`src/rtl/bp_io_mmio_responder_if.sv`:
```
// Command/response link bundle for the IO NoC MMIO responder.
// Both links use a ready-and handshake: a flit moves when valid and ready are both high.
interface bp_io_mmio_responder_if #(
    parameter int unsigned flit_width_p = 64
);
    logic [flit_width_p-1:0] cmd_flit_i;
    logic                    cmd_v_i;
    logic                    cmd_ready_and_o;
    logic [flit_width_p-1:0] resp_flit_o;
    logic                    resp_v_o;
    logic                    resp_ready_and_i;

    // Responder side
    modport slave (
        input  cmd_flit_i,
        input  cmd_v_i,
        output cmd_ready_and_o,
        output resp_flit_o,
        output resp_v_o,
        input  resp_ready_and_i
    );

    // Requester side
    modport master (
        output cmd_flit_i,
        output cmd_v_i,
        input  cmd_ready_and_o,
        input  resp_flit_o,
        input  resp_v_o,
        output resp_ready_and_i
    );
endinterface

```
`src/rtl/bp_io_mmio_responder.sv`:
```
// IO NoC MMIO responder: a small bank of 64-bit registers reached by single-flit read
// and two-flit write commands. One command is outstanding at a time; every command gets a
// header response, and a successful read gets one extra data flit.
module bp_io_mmio_responder #(
    parameter int unsigned flit_width_p = 64,
    parameter int unsigned cord_width_p = 7,
    parameter int unsigned len_width_p  = 3,
    parameter int unsigned num_regs_p   = 8
) (
    input  logic                       clk_i,
    input  logic                       reset_i,
    input  logic [cord_width_p-1:0]    my_cord_i,
    bp_io_mmio_responder_if.slave      io,
    output logic [num_regs_p*64-1:0]   regs_o
);

    // Header field positions
    localparam int unsigned LenLsb   = cord_width_p;
    localparam int unsigned SrcLsb   = cord_width_p + len_width_p;
    localparam int unsigned OpLsb    = 2 * cord_width_p + len_width_p;
    localparam int unsigned IdxLsb   = OpLsb + 2;
    localparam int unsigned ErrBit   = IdxLsb + 3;
    localparam int unsigned SelWidth = (num_regs_p > 1) ? $clog2(num_regs_p) : 1;

    localparam logic [1:0] OpRead  = 2'd0;
    localparam logic [1:0] OpWrite = 2'd1;

    typedef enum logic [2:0] {
        StReady,
        StRecv,
        StDrain,
        StRespHdr,
        StRespData
    } state_e;

    state_e                  state_q, state_d;
    logic [cord_width_p-1:0] src_q, src_d;
    logic [1:0]              op_q, op_d;
    logic [2:0]              idx_q, idx_d;
    logic                    err_q, err_d;
    logic [len_width_p-1:0]  cnt_q, cnt_d;
    logic [flit_width_p-1:0] resp_flit_q, resp_flit_d;
    logic [63:0]             regs_q [num_regs_p];

    logic                    cmd_ready;
    logic                    cmd_fire;
    logic                    resp_fire;
    logic                    wr_en;
    logic                    has_data_q;
    logic                    has_data_d;
    logic [SelWidth-1:0]     sel;
    logic [flit_width_p-1:0] resp_hdr;

    // Incoming header fields
    logic [cord_width_p-1:0] in_src;
    logic [len_width_p-1:0]  in_len;
    logic [1:0]              in_op;
    logic [2:0]              in_idx;

    assign in_src = io.cmd_flit_i[SrcLsb +: cord_width_p];
    assign in_len = io.cmd_flit_i[LenLsb +: len_width_p];
    assign in_op  = io.cmd_flit_i[OpLsb +: 2];
    assign in_idx = io.cmd_flit_i[IdxLsb +: 3];

    // Reset gates ready so nothing is accepted while reset is held.
    assign cmd_ready = ~reset_i &
                       ((state_q == StReady) | (state_q == StRecv) | (state_q == StDrain));
    assign cmd_fire  = io.cmd_v_i & cmd_ready;
    assign resp_fire = io.resp_v_o & io.resp_ready_and_i;

    assign io.cmd_ready_and_o = cmd_ready;
    assign io.resp_v_o        = ~reset_i & ((state_q == StRespHdr) | (state_q == StRespData));
    assign io.resp_flit_o     = resp_flit_q;

    // High index bits wrap silently
    assign sel        = idx_q[SelWidth-1:0];
    assign has_data_q = (op_q == OpRead) & ~err_q;
    assign has_data_d = (op_d == OpRead) & ~err_d;

    // Next-state, command field capture and response flit generation
    always_comb begin
        state_d     = state_q;
        src_d       = src_q;
        op_d        = op_q;
        idx_d       = idx_q;
        err_d       = err_q;
        cnt_d       = cnt_q;
        resp_flit_d = resp_flit_q;
        wr_en       = 1'b0;
        resp_hdr    = '0;

        unique case (state_q)
            StReady: begin
                if (cmd_fire) begin
                    src_d = in_src;
                    op_d  = in_op;
                    idx_d = in_idx;
                    cnt_d = in_len;
                    err_d = 1'b0;
                    if ((in_op == OpRead) && (in_len == '0)) begin
                        state_d = StRespHdr;
                    end else if ((in_op == OpWrite) && (in_len == len_width_p'(1))) begin
                        state_d = StRecv;
                    end else begin
                        err_d   = 1'b1;
                        state_d = (in_len != '0) ? StDrain : StRespHdr;
                    end
                end
            end
            StRecv: begin
                if (cmd_fire) begin
                    wr_en   = 1'b1;
                    state_d = StRespHdr;
                end
            end
            StDrain: begin
                if (cmd_fire) begin
                    cnt_d = cnt_q - 1'b1;
                    if (cnt_q == len_width_p'(1)) begin
                        state_d = StRespHdr;
                    end
                end
            end
            StRespHdr: begin
                if (resp_fire) begin
                    resp_flit_d = '0;
                    if (has_data_q) begin
                        // Data is snapshotted here, at header acceptance
                        resp_flit_d[63:0] = regs_q[sel];
                        state_d           = StRespData;
                    end else begin
                        state_d = StReady;
                    end
                end
            end
            StRespData: begin
                if (resp_fire) begin
                    resp_flit_d = '0;
                    state_d     = StReady;
                end
            end
            default: state_d = StReady;
        endcase

        // Header is registered on entry so it is valid the cycle after the last command flit.
        if ((state_d == StRespHdr) && (state_q != StRespHdr)) begin
            resp_hdr[0 +: cord_width_p]      = src_d;
            resp_hdr[LenLsb +: len_width_p]  = {{(len_width_p-1){1'b0}}, has_data_d};
            resp_hdr[SrcLsb +: cord_width_p] = my_cord_i;
            resp_hdr[OpLsb +: 2]             = op_d;
            resp_hdr[IdxLsb +: 3]            = idx_d;
            resp_hdr[ErrBit]                 = err_d;
            resp_flit_d                      = resp_hdr;
        end
    end

    // FSM and command context registers
    always_ff @(posedge clk_i or posedge reset_i) begin
        if (reset_i) begin
            state_q     <= StReady;
            src_q       <= '0;
            op_q        <= '0;
            idx_q       <= '0;
            err_q       <= 1'b0;
            cnt_q       <= '0;
            resp_flit_q <= '0;
        end else begin
            state_q     <= state_d;
            src_q       <= src_d;
            op_q        <= op_d;
            idx_q       <= idx_d;
            err_q       <= err_d;
            cnt_q       <= cnt_d;
            resp_flit_q <= resp_flit_d;
        end
    end

    // MMIO register bank
    always_ff @(posedge clk_i or posedge reset_i) begin
        if (reset_i) begin
            for (int i = 0; i < int'(num_regs_p); i++) begin
                regs_q[i] <= '0;
            end
        end else if (wr_en) begin
            regs_q[sel] <= io.cmd_flit_i[63:0];
        end
    end

    // Flatten the register bank
    always_comb begin
        regs_o = '0;
        for (int i = 0; i < int'(num_regs_p); i++) begin
            regs_o[i*64 +: 64] = regs_q[i];
        end
    end

endmodule

```
`src/flat_wrapper.sv`:
```
// flat-port wrapper written by rule: the top's interface ports become plain ports
module bp_io_mmio_responder_flat 
#(
    parameter int unsigned flit_width_p = 64,
    parameter int unsigned cord_width_p = 7,
    parameter int unsigned len_width_p  = 3,
    parameter int unsigned num_regs_p   = 8
)
  (clk_i, reset_i, my_cord_i, regs_o, io_cmd_flit_i, io_cmd_v_i, io_cmd_ready_and_o, io_resp_flit_o, io_resp_v_o, io_resp_ready_and_i);
  bp_io_mmio_responder_if #(.flit_width_p(flit_width_p)) io_i ();
  input  logic clk_i;
  input  logic reset_i;
  input  logic [cord_width_p-1:0] my_cord_i;
  output logic [num_regs_p*64-1:0] regs_o;
  input wire logic [$bits(io_i.cmd_flit_i)-1:0] io_cmd_flit_i;
  input wire logic [$bits(io_i.cmd_v_i)-1:0] io_cmd_v_i;
  output wire logic [$bits(io_i.cmd_ready_and_o)-1:0] io_cmd_ready_and_o;
  output wire logic [$bits(io_i.resp_flit_o)-1:0] io_resp_flit_o;
  output wire logic [$bits(io_i.resp_v_o)-1:0] io_resp_v_o;
  input wire logic [$bits(io_i.resp_ready_and_i)-1:0] io_resp_ready_and_i;
  assign io_i.cmd_flit_i = io_cmd_flit_i;
  assign io_i.cmd_v_i = io_cmd_v_i;
  assign io_cmd_ready_and_o = io_i.cmd_ready_and_o;
  assign io_resp_flit_o = io_i.resp_flit_o;
  assign io_resp_v_o = io_i.resp_v_o;
  assign io_i.resp_ready_and_i = io_resp_ready_and_i;
  bp_io_mmio_responder #(.flit_width_p(flit_width_p), .cord_width_p(cord_width_p), .len_width_p(len_width_p), .num_regs_p(num_regs_p)) u_core (.clk_i(clk_i), .reset_i(reset_i), .my_cord_i(my_cord_i), .io(io_i), .regs_o(regs_o));
endmodule
```
`config.mk`:
```
export PLATFORM = sky130hd
export DESIGN_NAME = bp_io_mmio_responder_flat
export DESIGN_NICKNAME = d
export VERILOG_FILES = /design/src/rtl/bp_io_mmio_responder_if.sv /design/src/rtl/bp_io_mmio_responder.sv /design/src/flat_wrapper.sv
export SDC_FILE = /design/constraint.sdc
export NUM_CORES = 1
export LEC_CHECK = 0
export BUFFER_PORTS_ARGS = -buffer_cell sky130_fd_sc_hd__buf_2
export CAP_MARGIN = 15
export CORE_AREA = 2 2 254 256
export CTS_BUF_LIST = sky130_fd_sc_hd__clkbuf_8
export CTS_CLUSTER_DIAMETER = 200
export DETAILED_ROUTE_END_ITERATION = 7
export DIE_AREA = 0 0 256 258
export GPL_TIMING_DRIVEN = 0
export PLACE_DENSITY_LB_ADDON = 0.2
export SYNTH_ARGS = -nofsm -noshare
export SYNTH_HDL_FRONTEND = slang
export SYNTH_SLANG_ARGS = --single-unit
```
`constraint.sdc`:
```
create_clock -name clk_i -period 17.86 [get_ports clk_i]
set_input_delay 1.786 -clock clk_i [delete_from_list [all_inputs] [get_ports clk_i]]
set_output_delay 1.786 -clock clk_i [all_outputs]
set_load 0.01 [all_outputs]
```
==> summary.md <==
| Metric | Value |
|---|---|
| CTS Sinks | 595 |
| Top sig layer | met5 |
| Post-Synthesis Cells | 1691 |
| Post-synth EDFFs | 0 |
| Core Rows | 93 |
| Sequential share of power | 38.1% |
| Hold buffer count at CTS | 0 |
| Setup Skew | 0.0253 ns |
| Final Power | 5.14 mW |
| Tmin final | 4.19 ns |
| Yosys warning count | 0 |
| CP max stage cell | a211oi_1 |
| CP Class | in -> out |
| Tcrit/Tclk final | 23.4% |
| Syn nets | 1768 |
| Sequential-to-total area share from yosys stat | 56.7% |
| Total global-route track usage | 28.6% |
| Setup TNS | 0 ns |
| Area Overhead vs Synth | 26.0% |
| Vias per Instance | 5.51 |
| Ys async rst share | 100% |
| Final net count | 2542 |
| CTS tree | built |
| Area leader, netlist | dfrtp_1 |
| ANT nets after route | 0 |
| Commonest non-fill, non-tap cells in the layout | buf_2, dfrtp_1, mux2_2, clkbuf_8, mux2i_1 |
| First-pass GRT wire length | 139000 microns |
| Post-CTS Resized | 0 |
| Switch share | 36.6% |
| Vias | 18800 |
| Crit path largest cell delay | 0.22 ns |
| Syn avg cell area | 15.5 sq um |
| Switching power | 1.88 mW |
| Initial antenna violation count | 11 |
| Clock power frac | 25.0% |
| Layout Utilization | 52.0% |
| Max-Cap Viols | 0 |
| Routed wire length | 95100 microns |
| Fin. Hold Viols | 0 |
| Synth Register Bits | 595 |
| Final-report max-slew violation count | 0 |
| DIE HEIGHT | 258 microns |
| H-tree levels | 3 |
| Residual DRC | 0 |
| Layout cell share with drive strength beyond 1 | 59.3% |
| Top cell type's share of synthesized area | 56.7% |
| Most common cell on crit path | buf_2 |
| Leakage power | 18.0 nW |
| Worst Setup End Kind | primary output |
| Global route overflow | 0 |
| Combinational share of power | 36.9% |
| Maximum root-to-sink buffer count | 3 |
| Setup violators final | 0 |
| Reg clk slew, reported paths | 0.06 ns |
| Port bufs | 652 |
| WL met3 | 7470 microns |
| Placed insts | 3214 |
| RD Place Congestion | 0.883 |
| Commonest non-fill, non-tap cell in the layout | buf_2 |
| Core area | 63600 sq um |
| Placed cell area | 30900 sq um |
| Pre-antenna DRT Iters | 5 |
| Slew HR | 18.4% |
| Clock root buffer | clkbuf_8 |
| Synth top area cells | dfrtp_1, mux2_2, mux4_2 |
| Slew @ Worst Pin | 1.22 ns |
| CP Max Fanout | 7 |
| Cell Chain, Critical Path | buf_2, a211oi_1, buf_2 |
| Top FF cell, synth | dfrtp_1 |
| Min-delay worst type | reg -> reg |
| I/O Pins | 653 |
| Power Density | 155 nW/um^2 |
| Die W | 256 microns |
| HPWL Detailed | 69200 microns |
| Final Cell Area | 33100 sq um |
| Post-Place Setup Slack | 13.31 ns |
| Fill count | 5598 |
| Final Worst Setup Slack | 13.67 ns |
| Initial Util | 41.3% |
| Critical path arrival | 2.40 ns |
| Largest net degree at the start of global routing | 45 |
| DRT met1 WL | 37300 microns |
| Met2 WL | 47200 microns |
| Maximum vdd ir drop | 0.0859 mV |
| Routed length per instance | 27.9 microns |
| Final std cells w/o fill | 3409 |
| Hold_ws | 0.484 ns |
| Internal Power | 3.26 mW |
| DR iter-0 viols | 1092 |
| Skew-Pair Late Insertion Delay | 0.70 ns |
| Postcts setup bufs | 0 |
| Worst setup SP type | input port |
| Status | finished clean |
| Via count of the first global-routing pass | 19700 |
| Clock buffer count from CTS | 104 |
| Unique masters post-synth | 43 |
| CP required | 16.07 ns |
| Maximum operating frequency | 0.239 GHz |
| Die Footprint | 66000 sq um |
| RSZ-0062 raised after global routing | false |
| Netlist Area Pre-Place | 26300 sq um |
-- worst max-delay path: cells and delay by family --
| kind | cells | cell delay, ns |
|---|---|---|
| AOI/OAI and AO/OA | 1 | 0.22 |
| buffers and inverters | 2 | 0.38 |
-- cell usage after synthesis, types with 2 or more instances --
cell	number
nand2b_1	3
nor4b_2	2
nor4_1	2
a211oi_1	2
nor2b_1	3
and2_1	4
mux2i_1	128
buf_6	3
mux2_2	526
mux2_4	6
nand3b_1	5
a2bb2oi_1	14
mux4_2	86
clkbuf_1	55
buf_4	7
nand3_1	17
buf_1	6
nand2_1	30
a22oi_1	42
a21oi_1	4
ha_1	2
o2bb2ai_1	50
inv_1	5
o21ai_0	20
buf_2	52
nor2_1	6
dfrtp_1	595
-- routing by layer --
layer	GRT usage [%]	vias to the layer above
met5	0	-
met4	9.99	8
met3	8.28	172
met2	48.5	742
met1	34.9	9935
li1	-	7937
-- kinds of logic (layout without fill, tap and decap cells) --
logic type	Yosys count	count (layout)	share of synthesized area [%]
muxes	746	746	35.1
adders and majority gates	2	2	0.0953
buffers and inverters	130	988	2.36
other	0	5	0
and+or+nand+nor	78	78	1.58
DFF	595	595	56.7
AOI/OAI and AO/OA	140	140	4.13
-- power groups by stage --
stage | sequential (mW) | clock [mW] | combinational [mW]
2_1_floorplan | 2.08 | 0 | 0.950
3_3_place_gp | 1.96 | 0 | 1.88
5_1_grt | 2.01 | 1.38 | 2.01
4_1_cts | 1.95 | 1.31 | 1.91
6_report | 1.96 | 1.28 | 1.89
3_5_place_dp | 1.97 | 0 | 1.91
-- cell type report --
class	instances	area, sq um	share of cell area, %
Clock buffer	135	1860	5.61
Multi-Input combinational cell	966	10800	32.5
Antenna cell	5	12.5	0.0378
Sequential cell	595	14900	45.0
Buffer	125	601	1.81
Clock inverter	55	300	0.907
Timing Repair Buffer	668	3580	10.8
Inverter	5	22.5	0.0681
Tap cell	855	1070	3.23
-- final timing paths --
kind	from	endpoint	slack, ns	cells past startpoint
max in group asynchronous	reset_i	u_core.regs_o[23]	15.06	6
min in group asynchronous	reset_i	u_core.cnt_q[2]	1.36	2
min	u_core.io.resp_flit_o[25]	u_core.io.resp_flit_o[25]	0.48	1
min reg2reg	u_core.io.resp_flit_o[25]	u_core.io.resp_flit_o[25]	0.48	1
max reg2reg	u_core.idx_q[0]	u_core.regs_o[460]	14.63	6
max	reset_i	io_cmd_ready_and_o	13.67	3
-- state kept, by name, summed over array words and instances, names as in the netlist --
| signal | count |
|---|---|
| u_core.idx_q | 3 |
| u_core.err_q | 1 |
| u_core.state_q | 3 |
| u_core.io.resp_flit_o | 64 |
| u_core.op_q | 2 |
| u_core.regs_o | 512 |
| u_core.cnt_q | 3 |
| u_core.src_q | 7 |
Note: power is estimated with default switching activity, not from simulation.
